<file path="src/rtl/booth_mul_arbiter.sv">
// Round-robin arbiter sharing one iterative radix-2 Booth signed multiplier.
// Define BOOTH_ZERO_BYPASS_EN to skip the Booth steps when an operand is zero.
module booth_mul_arbiter #(
  parameter int N    = 16,
  parameter int NREQ = 4,
  parameter int IDW  = 2
) (
  input  logic              clk,
  input  logic              reset,
  input  logic [NREQ-1:0]   req_valid,
  output logic [NREQ-1:0]   req_ready,
  input  logic [NREQ*N-1:0] req_a,
  input  logic [NREQ*N-1:0] req_b,
  output logic              rsp_valid,
  input  logic              rsp_ready,
  output logic [IDW-1:0]    rsp_id,
  output logic [2*N-1:0]    rsp_prod,
  output logic              busy
);

  localparam int CW = $clog2(N + 1);

  typedef enum logic [1:0] {
    IDLE,
    RUN,
    DONE
  } state_e;

  state_e          state_q, state_d;
  logic [IDW-1:0]  rr_ptr_q, rr_ptr_d;
  logic [IDW-1:0]  id_q, id_d;
  logic [N-1:0]    a_q, a_d;
  logic [N-1:0]    q_q, q_d;
  logic [N:0]      acc_q, acc_d;
  logic            q1_q, q1_d;
  logic [CW-1:0]   cnt_q, cnt_d;
  logic [2*N-1:0]  prod_q, prod_d;
`ifdef BOOTH_ZERO_BYPASS_EN
  logic            zero_q, zero_d;
`endif

  logic            found;
  logic [IDW-1:0]  win;
  logic [N-1:0]    win_a, win_b;
  logic [N:0]      sum;
  logic [2*N+1:0]  shifted;

  always_comb begin
    found = 1'b0;
    win   = '0;
    for (int k = 0; k < NREQ; k++) begin
      if (!found && req_valid[(int'(rr_ptr_q) + k) % NREQ]) begin
        found = 1'b1;
        win   = IDW'((int'(rr_ptr_q) + k) % NREQ);
      end
    end
  end

  assign win_a = req_a[int'(win)*N +: N];
  assign win_b = req_b[int'(win)*N +: N];

  // acc is N+1 bits so subtracting the most-negative A cannot overflow
  always_comb begin
    case ({q_q[0], q1_q})
      2'b01:   sum = acc_q + {a_q[N-1], a_q};
      2'b10:   sum = acc_q - {a_q[N-1], a_q};
      default: sum = acc_q;
    endcase
  end

  assign shifted = {sum[N], sum, q_q};

  always_comb begin
    state_d   = state_q;
    rr_ptr_d  = rr_ptr_q;
    id_d      = id_q;
    a_d       = a_q;
    q_d       = q_q;
    acc_d     = acc_q;
    q1_d      = q1_q;
    cnt_d     = cnt_q;
    prod_d    = prod_q;
    req_ready = '0;
`ifdef BOOTH_ZERO_BYPASS_EN
    zero_d    = zero_q;
`endif
    case (state_q)
      IDLE: begin
        if (found) begin
          req_ready = NREQ'(1) << win;
          a_d       = win_a;
          q_d       = win_b;
          acc_d     = '0;
          q1_d      = 1'b0;
          cnt_d     = '0;
          id_d      = win;
          rr_ptr_d  = (win == IDW'(NREQ - 1)) ? '0 : win + IDW'(1);
          state_d   = RUN;
`ifdef BOOTH_ZERO_BYPASS_EN
          zero_d    = (win_a == '0) || (win_b == '0);
`endif
        end
      end
      RUN: begin
`ifdef BOOTH_ZERO_BYPASS_EN
        if (zero_q) begin
          prod_d  = '0;
          state_d = DONE;
        end else begin
`else
        begin
`endif
          acc_d = shifted[2*N+1:N+1];
          q_d   = shifted[N:1];
          q1_d  = shifted[0];
          cnt_d = cnt_q + CW'(1);
          if (cnt_q == CW'(N - 1)) begin
            prod_d  = shifted[2*N:1];
            state_d = DONE;
          end
        end
      end
      DONE: begin
        if (rsp_ready) begin
          state_d = IDLE;
        end
      end
      default: state_d = IDLE;
    endcase
  end

  always_ff @(posedge clk) begin
    if (!reset) begin
      state_q  <= IDLE;
      rr_ptr_q <= '0;
      id_q     <= '0;
      a_q      <= '0;
      q_q      <= '0;
      acc_q    <= '0;
      q1_q     <= 1'b0;
      cnt_q    <= '0;
      prod_q   <= '0;
`ifdef BOOTH_ZERO_BYPASS_EN
      zero_q   <= 1'b0;
`endif
    end else begin
      state_q  <= state_d;
      rr_ptr_q <= rr_ptr_d;
      id_q     <= id_d;
      a_q      <= a_d;
      q_q      <= q_d;
      acc_q    <= acc_d;
      q1_q     <= q1_d;
      cnt_q    <= cnt_d;
      prod_q   <= prod_d;
`ifdef BOOTH_ZERO_BYPASS_EN
      zero_q   <= zero_d;
`endif
    end
  end

  assign rsp_valid = (state_q == DONE);
  assign busy      = (state_q != IDLE);
  assign rsp_id    = id_q;
  assign rsp_prod  = prod_q;

endmodule

</file>
<file path="config.mk">
export PLATFORM = sky130hd
export DESIGN_NAME = booth_mul_arbiter
export DESIGN_NICKNAME = d
export VERILOG_FILES = /design/src/rtl/booth_mul_arbiter.sv
export SDC_FILE = /design/constraint.sdc
export NUM_CORES = 1
export LEC_CHECK = 0
export CAP_MARGIN = 20
export CORE_MARGIN = 3
export CORE_UTILIZATION = 25
export DETAILED_ROUTE_END_ITERATION = 12
export SKIP_LAST_GASP = 1
export SLEW_MARGIN = 10
export SYNTH_ARGS = -nofsm -noshare
export SYNTH_HDL_FRONTEND = slang
export SYNTH_SLANG_ARGS = --single-unit
</file>
<file path="constraint.sdc">
create_clock -name clk -period 4.85 [get_ports clk]
set_clock_uncertainty 0.15 [all_clocks]
set_input_delay 0.97 -clock clk [delete_from_list [all_inputs] [get_ports clk]]
set_output_delay 0.97 -clock clk [all_outputs]
set_load 0.005 [all_outputs]
</file>
==> summary.md, run 1 <==
| Metric | Value |
|---|---|
| GRT Util Overall | 0.148 |
| IR drop worst, VDD | 0.201 mV |
| Core Area | 22,800 um2 |
| Total CTS buffers | 9 |
| CP peak stage delay | 690 ps |
| Max transition margin | 0.288 |
| Clock latency on the worst-skew pair | 350 ps |
| Largest net degree at the start of global routing | 59 |
| Final setup viols | 0 |
| GRT overflow | 0 |
| Port buffer count | 174 |
| Total Nets Final | 1,137 |
| Postcts setup bufs | 0 |
| Gpl congestion | 0.874 |
| Global-route wire length before repair | 31,100 um |
| Final WL | 19,300 um |
| Final setup margin | 400 ps |
| DRT antenna net count | 0 |
| Crit Path Max Fanout | 21 |
| Number of distinct standard cells referenced by the synthesized netlist | 57 |
| WS Path Type | in -> out |
| Hold Path Class | reg -> reg |
| NetSw | 871 uW |
| Top FF cell, synth | dfxtp_1 |
| Initial antenna violation count | 0 |
| Clk buf depth | 2 |
| Tmin final | 4450 ps |
| Worst R2R Setup Slack | 1140 ps |
| Worst slack at placement | 426 ps |
| Vias after detailed routing | 6,266 |
| Die Area | 25,300 um2 |
| Fin util | 0.357 |
| Mapped Cells | 838 |
| Max Cap Viol | 0 |
| ANT cells | 0 |
| Row count | 55 |
| Worst Tran Pin Value | 1070 ps |
| Max Freq | 225 MHz |
| Slowest CP cell | or3_2 |
| Post-synth EDFFs | 0 |
| Cell area after synthesis | 5850 um2 |
| Clock sinks | 92 |
| Synth async-reset ratio | 0 |
| Crit. End Element | output pin |
| Internal | 1620 uW |
| Avg Vias per Cell | 4.84 |
| GR Util met1 | 0.208 |
| Die width | 159 um |
| Grt met3 use | 0.0299 |
| Warnings, synthesis | 0 |
| Crit start category | input port |
| Initial Utilization | 0.257 |
| Drt initial violations | 379 |
| DRT Pass-1 Iters | 4 |
| Pins Over Slew Limit | 0 |
| CP arrival | 3330 ps |
| Share of cells above drive strength 1 | 0.0489 |
| Routed len/inst | 14.9 um |
| Syn_nets | 998 |
| Post-synth top area cell | dfxtp_1 |
| Hold Vio Cnt, Final | 0 |
| Flop pwr share | 0.344 |
| Top cell by count, worst path | clkdlybuf4s50_1 |
| Register area share after synthesis | 0.315 |
| CTS H-tree lvls | 3 |
| Outcome | complete, no violations |
| M2 GR Usage | 0.234 |
| Crit share post-route | 0.917 |
| # resized after CTS | 0 |
| RSZ-0062 raised after global routing | no |
| Crit-path cells | clkdlybuf4s50_1, mux2i_1, nor2_1, or3_2, inv_2, ha_1, and3_1, clkdlybuf4s50_1 |
| PwrDens | 307 nW/um2 |
| Mean post-synth cell area | 6.98 um2 |
| Residual DRC | 0 |
| Post-route setup TNS | 0 ps |
| Detail Placement HPWL | 14,300 um |
| Root Driver | clkbuf_16 |
| Pleak | 0.00312 uW |
| Part of the power in combinational logic | 0.371 |
| Top Ports | 175 |
| Top cell type's share of synthesized area | 0.315 |
| Hold_buf cts | 0 |
| Largest cells by area after synthesis | dfxtp_1 32%, nand2_1 13%, a21oi_1 9.8% |
| Busiest grt layer | met2 |
| Hold Slack | 306 ps |
| Switching part of the total | 0.350 |
| Chip height | 159 um |
| Vias in the first global route | 5,830 |
| Seq cells post-synth | 92 |
| Worst EP required | 3730 ps |
| Clock Power Share | 0.285 |
| Area Overhead vs Synth | 38.9% |
| TritonCTS clock tree | yes |
| Worst-path clk slew | 60 ps |
-- synthesized netlist by cell type, types with 10 or more instances --
cell,n
nand2_1,208
a21oi_1,114
dfxtp_1,92
nand3_1,63
nor2_1,59
clkbuf_1,36
o21ai_0,28
ha_1,24
and3_1,21
xnor2_1,18
inv_1,14
a2111oi_0,13
buf_2,13
nor3_1,11
a31oi_1,10
-- cells in the final DEF, fill, tap and decap left out, types with 11 or more instances in the layout --
| cell | Yosys | layout |
|---|---|---|
| nand2_1 | 208 | 208 |
| clkdlybuf4s50_1 | 0 | 174 |
| nor3_1 | 11 | 11 |
| inv_1 | 14 | 14 |
| ha_1 | 24 | 24 |
| a2111oi_0 | 13 | 13 |
| dfxtp_1 | 92 | 92 |
| nand3_1 | 63 | 63 |
| o21ai_0 | 28 | 28 |
| a21oi_1 | 114 | 114 |
| nor2_1 | 59 | 59 |
| xnor2_1 | 18 | 18 |
| and3_1 | 21 | 21 |
-- registers in the layout, indices dropped and copies added, names as in the netlist --
signal and cells:
state_q 2, cnt_q 5, q1_q 1, rr_ptr_q 2
a_q 16, q_q 16, acc_q 16, rsp_id 2
rsp_prod 32
-- logic make-up after synthesis --
| kind of cell | count (synthesis) | share of synthesized area |
|---|---|---|
| simple gates | 402 | 0.305 |
| compound gates | 215 | 0.224 |
| flops | 92 | 0.315 |
| buf+inv | 74 | 0.0541 |
| fa+ha+maj | 25 | 0.0548 |
| xor+xnor | 21 | 0.0315 |
| mux | 9 | 0.0160 |
-- layer usage --
layer	routed length, um	part of all wire	vias up
met1	9440	0.49	2914
met5	0	0	-
met3	855	0.044	10
li1	-	-	3202
met4	198	0.010	0
met2	8830	0.46	140
-- power groups by stage --
stage | combinational, uW | clock [uW] | sequential [uW]
global route | 1030 | 763 | 863
CTS | 923 | 732 | 856
detailed placement | 919 | 0 | 873
global placement | 909 | 0 | 872
floorplan | 643 | 0 | 855
finish | 924 | 711 | 857
-- final timing paths --
path	start	depth (start not counted)	to
worst max register to register	a_q[0]	13	acc_q[14]
worst max-delay path	req_valid[0]	8	req_ready[3]
worst min register to register	rsp_prod[14]	2	rsp_prod[14]
worst min-delay path	rsp_prod[14]	2	rsp_prod[14]
-- final cells by class --
| class | count | area (um2) |
|---|---|---|
| Tap cell | 313 | 392 |
| Sequential cell | 92 | 1840 |
| Clock inverter | 6 | 63.8 |
| Fill cell | 2469 | 14700 |
| Clock buffer | 10 | 239 |
| Multi-Input combinational cell | 672 | 3690 |
| Timing Repair Buffer | 185 | 1830 |
| Inverter | 17 | 63.8 |
-- metrics by stage --
stage          cell area (um2)  power (uW)  cells
2_1_floorplan             5850        1500    838
3_3_place_gp              7810        1780   1278
3_5_place_dp              7810        1790   1278
4_1_cts                   8110        2510   1294
5_1_grt                   8120        2660   1295
6_report                  8120        2490   1295
-- worst max-delay path: cells and delay by family --
kind                       cells  cell delay [ps]
adders and majority gates      1              180
buffers and inverters          3             1120
muxes                          1              160
and+or+nand+nor                3              900
(Power assumes the default switching activity.)
==> inputs of run 2 (changes only) <==
--- a/config.mk
+++ b/config.mk
@@ -8,6 +8,7 @@
 export CAP_MARGIN = 20
 export CORE_MARGIN = 3
 export CORE_UTILIZATION = 25
+export CTS_CLUSTER_DIAMETER = 60
 export DETAILED_ROUTE_END_ITERATION = 12
 export SKIP_LAST_GASP = 1
 export SLEW_MARGIN = 10
==> results of run 2 <==
The final DEF is identical to that of run 1; final timing and power are the same.
==> inputs of run 3 (changes only) <==
--- a/config.mk
+++ b/config.mk
@@ -10,8 +10,11 @@
 export CORE_UTILIZATION = 25
 export CTS_CLUSTER_DIAMETER = 60
 export DETAILED_ROUTE_END_ITERATION = 12
+export GPL_TIMING_DRIVEN = 0
+export MAX_ROUTING_LAYER = met4
 export SKIP_LAST_GASP = 1
 export SLEW_MARGIN = 10
 export SYNTH_ARGS = -nofsm -noshare
 export SYNTH_HDL_FRONTEND = slang
 export SYNTH_SLANG_ARGS = --single-unit
+export TNS_END_PERCENT = 5
==> run 3 against run 2 <==
Against the previous run:
- die area unchanged
- non-clock buffer count rose by 45
- combinational power up 5.5%
- register-to-register slack worse by 430 ps
- cell area grew 2.1%
- critical endpoint unchanged
==> summary.md, run 3 (synthesis results as in run 1) <==
| Metric | Value |
|---|---|
| Outcome | complete, no violations |
| Clock latency on the worst-skew pair | 350 ps |
| Hold Vio Cnt, Final | 0 |
| Clk buf depth | 2 |
| WS Path Type | in -> out |
| Final WL | 21,500 um |
| NetSw | 905 uW |
| Die width | 159 um |
| TritonCTS clock tree | yes |
| Max Cap Viol | 0 |
| Worst Setup SP | req_valid[3] |
| Part of the power in combinational logic | 0.377 |
| Root Driver | clkbuf_16 |
| Crit Path Max Fanout | 11 |
| Total CTS buffers | 9 |
| Fill count | 2,487 |
| Final setup viols | 0 |
| GRT Util Overall | 0.170 |
| Row count | 55 |
| Drt initial violations | 477 |
| Pins Over Slew Limit | 0 |
| RR Startpoint | q_q[0] |
| DRT antenna net count | 0 |
| # resized after CTS | 0 |
| Switching part of the total | 0.349 |
| PwrDens | 312 nW/um2 |
| Fin util | 0.364 |
| Crit-path cells | clkdlybuf4s50_1, nor2_1, or3_1, clkbuf_1, inv_2, buf_2, buf_2, ha_1, and3_1, clkdlybuf4s50_1 |
| Vias after detailed routing | 6,526 |
| Clock Power Share | 0.294 |
| Chip height | 159 um |
| Most frequent cells in the layout | 208 x nand2_1, 174 x clkdlybuf4s50_1, 114 x a21oi_1 |
| Vias in the first global route | 6,242 |
| Avg Vias per Cell | 4.87 |
| Worst-path clk slew | 60 ps |
| Core Area | 22,800 um2 |
| Largest net degree at the start of global routing | 15 |
| Area Overhead vs Synth | 41.9% |
| Clock sinks | 92 |
| Hold_buf cts | 0 |
| Worst EP required | 3730 ps |
| Top Ports | 175 |
| Port buffer count | 174 |
| Postcts setup bufs | 0 |
| Initial antenna violation count | 0 |
| Worst R2R Setup Slack | 710 ps |
| Flop pwr share | 0.330 |
| CP endpoint | req_ready[3] |
| Crit start category | input port |
| Pleak | 0.00318 uW |
| Gpl congestion | 0.915 |
| Initial Utilization | 0.257 |
| Tmin final | 4770 ps |
| Placed Cells | 1,325 |
| Max Freq | 210 MHz |
| CP peak stage delay | 580 ps |
| Internal | 1690 uW |
| Worst r2r path cells | 12 |
| Max transition margin | 0.491 |
| Hold Path Class | reg -> reg |
| Total Nets Final | 1,182 |
| Commonest non-fill, non-tap cell in the layout | nand2_1 |
| Reg-to-Reg End | acc_q[14] |
| Max FFs per register | 32 |
| Crit share post-route | 0.983 |
| Crit. End Element | output pin |
| DRT Pass-1 Iters | 5 |
| Share of cells above drive strength 1 | 0.0467 |
| Worst Tran Pin Value | 757 ps |
| CTS H-tree lvls | 3 |
| RSZ-0062 raised after global routing | yes |
| Residual DRC | 0 |
| Global-route wire length before repair | 34,000 um |
| ANT cells | 0 |
| Slowest CP cell | clkdlybuf4s50_1 |
| CP arrival | 3650 ps |
| GRT overflow | 0 |
| Non-Filler Instances | 1,340 |
| Die Area | 25,300 um2 |
| Routed len/inst | 16.1 um |
| Detail Placement HPWL | 17,200 um |
| IR drop worst, VDD | 0.144 mV |
==> run 3: cell count changes in the layout (fill, tap and decap cells not counted), moves of 3 or more <==
cell      change
buf_1         +4
buf_2        +13
buf_4        -10
buf_6         +3
clkbuf_1     +38
==> run 3: critical path: cells and delay by family <==
kind | cells | cell delay (ps)
adders and majority gates | 1 | 200
buffers and inverters | 6 | 1890
and+or+nand+nor | 3 | 580
==> run 3: how the worst min path moves through the flow <==
stage	startpoint	end	slack (ps)	cells past startpoint
floorplan	q_q[1]	rsp_prod[0]	290	2
global placement	rsp_prod[7]	rsp_prod[7]	290	2
detailed placement	rsp_prod[4]	rsp_prod[4]	300	2
CTS	rsp_prod[4]	rsp_prod[4]	300	2
global route	rsp_prod[5]	rsp_prod[5]	330	2
finish	rsp_prod[1]	rsp_prod[1]	310	2
==> run 3: metal layers <==
metal,share of wire,up-vias,GRT usage
met5,0,-,-
met4,0.019,0,0.0513
met3,0.055,25,0.0343
met2,0.45,175,0.266
met1,0.47,3032,0.223
li1,-,3294,-
==> run 3: area by class of cell <==
cell class / count / area, um2 / share of cell area
Buffer: 56 / 249 / 0.0300
Clock buffer: 12 / 246 / 0.0297
Clock inverter: 4 / 72.6 / 0.00875
Inverter: 17 / 63.8 / 0.00769
Multi-Input combinational cell: 672 / 3690 / 0.445
Sequential cell: 92 / 1840 / 0.222
Tap cell: 313 / 392 / 0.0472
Timing Repair Buffer: 174 / 1740 / 0.210
==> run 3: metrics by stage <==
step / worst slack, ps / hold WS (ps) / power [uW] / instance area, um2 / setup TNS [ps]
3_3_place_gp: 66.8 / 293 / 1830 / 7980 / 0
4_1_cts: 61.3 / 305 / 2600 / 8300 / 0
5_1_grt: -122 / 326 / 2750 / 8300 / -216
3_5_place_dp: 82.9 / 296 / 1840 / 7980 / 0
6_report: 81.0 / 306 / 2590 / 8300 / 0
2_1_floorplan: 1390 / 288 / 1500 / 5850 / 0
==> run 3: power by group through the flow <==
| stage | registers (uW) | logic, uW | clock network [uW] |
|---|---|---|---|
| after floorplan | 855 | 643 | 0 |
| after global placement | 869 | 962 | 0 |
| after detailed placement | 870 | 968 | 0 |
| after CTS | 854 | 972 | 773 |
| after global routing | 861 | 1080 | 804 |
| final | 855 | 975 | 761 |
